===== config.mk =====
export PLATFORM = sky130hd
export DESIGN_NAME = alu_exec_ctrl
export DESIGN_NICKNAME = d
export VERILOG_FILES = /design/src/rtl/alu_exec_ctrl.sv
export SDC_FILE = /design/constraint.sdc
export NUM_CORES = 1
export LEC_CHECK = 0
export ABC_AREA = 1
export BUFFER_PORTS_ARGS = -buffer_cell sky130_fd_sc_hd__buf_4
export CAP_MARGIN = 10
export CELL_PAD_IN_SITES_DETAIL_PLACEMENT = 1
export CELL_PAD_IN_SITES_GLOBAL_PLACEMENT = 1
export CORE_MARGIN = 5
export CORE_UTILIZATION = 30
export DETAILED_ROUTE_END_ITERATION = 16
export PLACE_DENSITY = 0.83
export SLEW_MARGIN = 15
export SYNTH_ARGS = -nofsm -noshare
export SYNTH_HDL_FRONTEND = slang
export SYNTH_SLANG_ARGS = --single-unit

===== constraint.sdc =====
create_clock -name clk -period 1.58 [get_ports clk]
set_input_delay 0.158 -clock clk [delete_from_list [all_inputs] [get_ports clk]]
set_output_delay 0.158 -clock clk [all_outputs]
set_load 0.05 [all_outputs]

===== src/rtl/alu_exec_ctrl.sv =====
// Execute-stage controller for the 8-bit add/subtract unit.
// Owns the accumulator and Z/N/C/V flags, and issues one ALU op per handshake.
module alu_exec_ctrl #(
  parameter logic [7:0] ACC_INIT  = 8'h00,
  parameter logic [3:0] FLAG_INIT = 4'b0000
) (
  input  logic       clk,
  input  logic       rst_n,
  input  logic       in_valid,
  output logic       in_ready,
  input  logic [2:0] in_opcode,
  input  logic [7:0] in_operand,
  output logic [7:0] add_a,
  output logic [7:0] add_b,
  output logic       add_op,
  input  logic [7:0] add_sd,
  input  logic       add_cb,
  input  logic       add_ov,
  output logic [7:0] acc,
  output logic [3:0] flags,
  output logic       done
);

  localparam logic [1:0] S_IDLE = 2'd0;
  localparam logic [1:0] S_EXEC = 2'd1;
  localparam logic [1:0] S_DONE = 2'd2;

  localparam logic [2:0] OP_LDA = 3'b001;
  localparam logic [2:0] OP_ADD = 3'b010;
  localparam logic [2:0] OP_SUB = 3'b011;
  localparam logic [2:0] OP_CMP = 3'b100;
  localparam logic [2:0] OP_INC = 3'b101;
  localparam logic [2:0] OP_DEC = 3'b110;

  logic [1:0] state_q, state_d;
  logic [7:0] acc_q, acc_d;
  logic [3:0] flags_q, flags_d;
  logic [2:0] op_q, op_d;
  logic [7:0] opnd_q, opnd_d;
  logic       accept;
  logic       in_exec;
  logic [3:0] arith_flags;

  assign in_exec  = (state_q == S_EXEC);
  assign in_ready = ~in_exec;
  assign done     = (state_q == S_DONE);
  assign accept   = in_valid & in_ready;
  assign acc      = acc_q;
  assign flags    = flags_q;
  assign add_a    = acc_q;

  assign arith_flags = {add_sd == 8'h00, add_sd[7], add_cb, add_ov};

  // Sequencing: accept, execute for one cycle, then retire (or chain).
  always_comb begin
    state_d = state_q;
    case (state_q)
      S_IDLE:  if (accept) state_d = S_EXEC;
      S_EXEC:  state_d = S_DONE;
      S_DONE:  state_d = in_valid ? S_EXEC : S_IDLE;
      default: state_d = S_IDLE;
    endcase
  end

  // Capture the instruction only on a handshake.
  always_comb begin
    op_d   = op_q;
    opnd_d = opnd_q;
    if (accept) begin
      op_d   = in_opcode;
      opnd_d = in_operand;
    end
  end

  // Adder operand/operator select; idle drive is acc + 0.
  always_comb begin
    add_b  = 8'h00;
    add_op = 1'b0;
    if (in_exec) begin
      case (op_q)
        OP_LDA, OP_ADD: add_b = opnd_q;
        OP_SUB, OP_CMP: begin
          add_b  = opnd_q;
          add_op = 1'b1;
        end
        OP_INC: add_b = 8'h01;
        OP_DEC: begin
          add_b  = 8'h01;
          add_op = 1'b1;
        end
        default: add_b = 8'h00;
      endcase
    end
  end

  // Result writeback happens only while leaving EXEC.
  always_comb begin
    acc_d   = acc_q;
    flags_d = flags_q;
    if (in_exec) begin
      case (op_q)
        OP_LDA: begin
          acc_d   = opnd_q;
          flags_d = {opnd_q == 8'h00, opnd_q[7], flags_q[1:0]};
        end
        OP_ADD, OP_SUB, OP_INC, OP_DEC: begin
          acc_d   = add_sd;
          flags_d = arith_flags;
        end
        OP_CMP:  flags_d = arith_flags;
        default: flags_d = flags_q;
      endcase
    end
  end

  // State, datapath and instruction registers.
  always_ff @(posedge clk or negedge rst_n) begin
    if (!rst_n) begin
      state_q <= S_IDLE;
      acc_q   <= ACC_INIT;
      flags_q <= FLAG_INIT;
      op_q    <= 3'b000;
      opnd_q  <= 8'h00;
    end else begin
      state_q <= state_d;
      acc_q   <= acc_d;
      flags_q <= flags_d;
      op_q    <= op_d;
      opnd_q  <= opnd_d;
    end
  end

endmodule


==> summary.md <==
| Metric | Value |
|---|---|
| Core area | 0.004414 mm² |
| Antenna-violating nets left | 0 |
| Most frequent cells in the layout | buf_4, nand2_1, dfrtp_1 |
| Io pins | 55 |
| Layout cell share with drive strength beyond 1 | 41.15% |
| Status | finished with violations |
| Avg Cell Area, Syn | 7.562 µm² |
| Initial antenna violation count | 0 |
| FF+latch area | 626.9 µm² |
| Clk_lat worst skew | 0.27 ns |
| Gr usage total | 14.31% |
| Distinct cells, synth | 22 |
| Largest net degree at the start of global routing | 26 |
| Maxcap violations | 0 |
| Clk_skew | 0.001107 ns |
| Final Util | 47.68% |
| Global-route wire length before repair | 7113 µm |
| Wirelength, routed | 4233 µm |
| Cell Rows | 24 |
| Via/cell ratio | 4.685 |
| Hold Path Class | in2reg |
| TritonCTS clock tree | done |
| Die height | 77.92 µm |
| DR iter-0 viols | 60 |
| Detailed-route DRC error count | 0 |
| Post-synthesis sequential area ratio | 45.21% |
| CP max FO | 7 |
| Mapped Cells | 183 |
| Slew @ Worst Pin | 0.3864 ns |
| IO Port Bufs | 54 |
| Syn_nets | 207 |
| H-tree depth | 1 |
| Initial Utilization | 31.35% |
| Most common cell after layout, fill and taps aside | buf_4 |
| Max-slew violations | 0 |
| Fin crit share | 108.6% |
| Die width | 77.92 µm |
| Syn-to-layout area delta | 52.08% |
| Failing checks | setup timing |
| Fillcell total | 542 |
| Drt first pass iters | 4 |
| Gp weighted congestion | 0.7961 |
| Layout net count | 268 |
| CP Class | reg2out |
| HPWL Detailed | 3013 µm |
| Worst setup SP type | register |
| Minimum clock period | 1.715 ns |
| Final hold vios | 0 |
| # diodes | 0 |
| Yosys Warn Count | 0 |
| Total die area | 0.006071 mm² |
| Multi-input logic area | 726.9 µm² |
| Endpoints failing setup | 9 |
| Worst Path Required | 1.42 ns |
| Root Buffer | clkbuf_8 |
| PnR worst setup slack | -0.1352 ns |
| Drt wl/cell | 14.35 µm |
| CTS buffer count | 3 |
| Total gr overflow | 0 |
| Yosys reg bits | 25 |
| Via count | 1382 |
| FMAX | 0.5830 GHz |
| RSZ-0062 raised after global routing | yes |
| Syn Std Cell Area | 0.001384 mm² |
| Clk slew on worst S/H paths | 0.08 ns |
| Clock tree buffer depth | 2 |
| Sink Count | 25 |
| Worst EP arrival | 1.56 ns |
| Relative slew margins | 74.13% |
| CP Capture Type | output port |
| Vias in the first global route | 1492 |
==> timing repair <==
item                       in CTS  in global routing
pin swaps                       5                  5
gates resized for setup        23                 11
setup buffers                   6                  4
hold buffers                    1                  0
hold endpoints to repair       25                  0
setup endpoints to repair       9                 12
cloned                          0                  0
==> cells in the mapped netlist <==
cell / instances / share of area [%]
a21oi_1: 13 / 4.7
a31oi_1: 1 / 0.45
buf_2: 2 / 0.72
buf_4: 9 / 4.9
buf_6: 1 / 0.81
buf_8: 1 / 1.1
dfrtp_1: 25 / 45
inv_1: 14 / 3.8
inv_2: 4 / 1.1
nand2_1: 59 / 16
nand2_2: 3 / 1.4
nand2_4: 1 / 0.81
nand3_1: 7 / 2.5
nand3_4: 1 / 1.3
nand4_1: 2 / 0.90
nor2_1: 19 / 5.2
nor2_2: 1 / 0.45
nor2_4: 1 / 0.81
nor3_1: 7 / 2.5
o211ai_1: 3 / 1.6
o21ai_0: 7 / 2.5
o21ai_2: 2 / 1.3
==> cell families after synthesis <==
family | Yosys count | share of synthesized area [%]
AND/OR/NAND/NOR | 101 | 31.83
buffers and inverters | 31 | 12.39
AO/OA/AOI/OAI | 26 | 10.58
flip-flops | 25 | 45.21
==> cell type report <==
| type | count | area share [%] |
|---|---|---|
| repair buffers | 69 | 26.93 |
| well taps | 52 | 3.092 |
| clock buffers | 4 | 2.140 |
| inverters | 18 | 3.508 |
| multi-input cells | 127 | 34.54 |
| flip-flops and latches | 25 | 29.79 |
==> worst max-delay path, cell delays in order, from the launching register on <==
cell and delay (ns):
dfrtp_1 0.41, inv_4 0.07, nand2_4 0.08, nand2_2 0.07, nand2_4 0.09, clkinvlp_4 0.09, buf_12 0.15, nor3_2 0.14
buf_6 0.18
==> through the flow <==
stage               worst slack (ns)  area (µm²)  std cells  TNS, ns  hold WS (ns)
CTS                          -0.1480        2006        291  -0.8007        0.1131
global route                 -0.2120        2105        295   -1.433        0.1297
global placement              0.1596        1815        280        0       0.07422
detailed placement           0.08689        1815        280        0       0.07822
floorplan                    -0.2913        1419        183   -1.803       -0.1376
finish                       -0.1352        2105        295  -0.8272        0.1186
==> flip-flops by register name, indices dropped and copies added (netlist names) <==
register	flops
opnd_q	8
op_q	3
acc	8
state_q	2
flags	4
==> final timing paths <==
| path | startpoint | to | slack, ns | cells after the start |
|---|---|---|---|---|
| max in group asynchronous | rst_n | op_q[2]$_DFFE_PN0P_ | 1.00 | 2 |
| hold reg to reg | flags[0]$_DFFE_PN0P_ | flags[0]$_DFFE_PN0P_ | 0.49 | 2 |
| setup / recovery | op_q[1]$_DFFE_PN0P_ | add_b[6] | -0.14 | 8 |
| hold / removal | add_cb | flags[1]$_DFFE_PN0P_ | 0.12 | 3 |
| min in group asynchronous | rst_n | acc[1]$_DFFE_PN0P_ | 0.32 | 2 |
| setup reg to reg | op_q[1]$_DFFE_PN0P_ | acc[4]$_DFFE_PN0P_ | 0.10 | 9 |
==> per-layer routing <==
metal,global-route usage (%),vias up,share of wire (%)
li1,-,695,-
met1,17.95,649,42
met2,24.79,34,51
met3,2.546,4,5.6
met4,4.561,0,0.94
met5,0,-,0
Power is not shown: default switching activity piles up to over one toggle a cycle in this logic, so the estimate is an artifact.
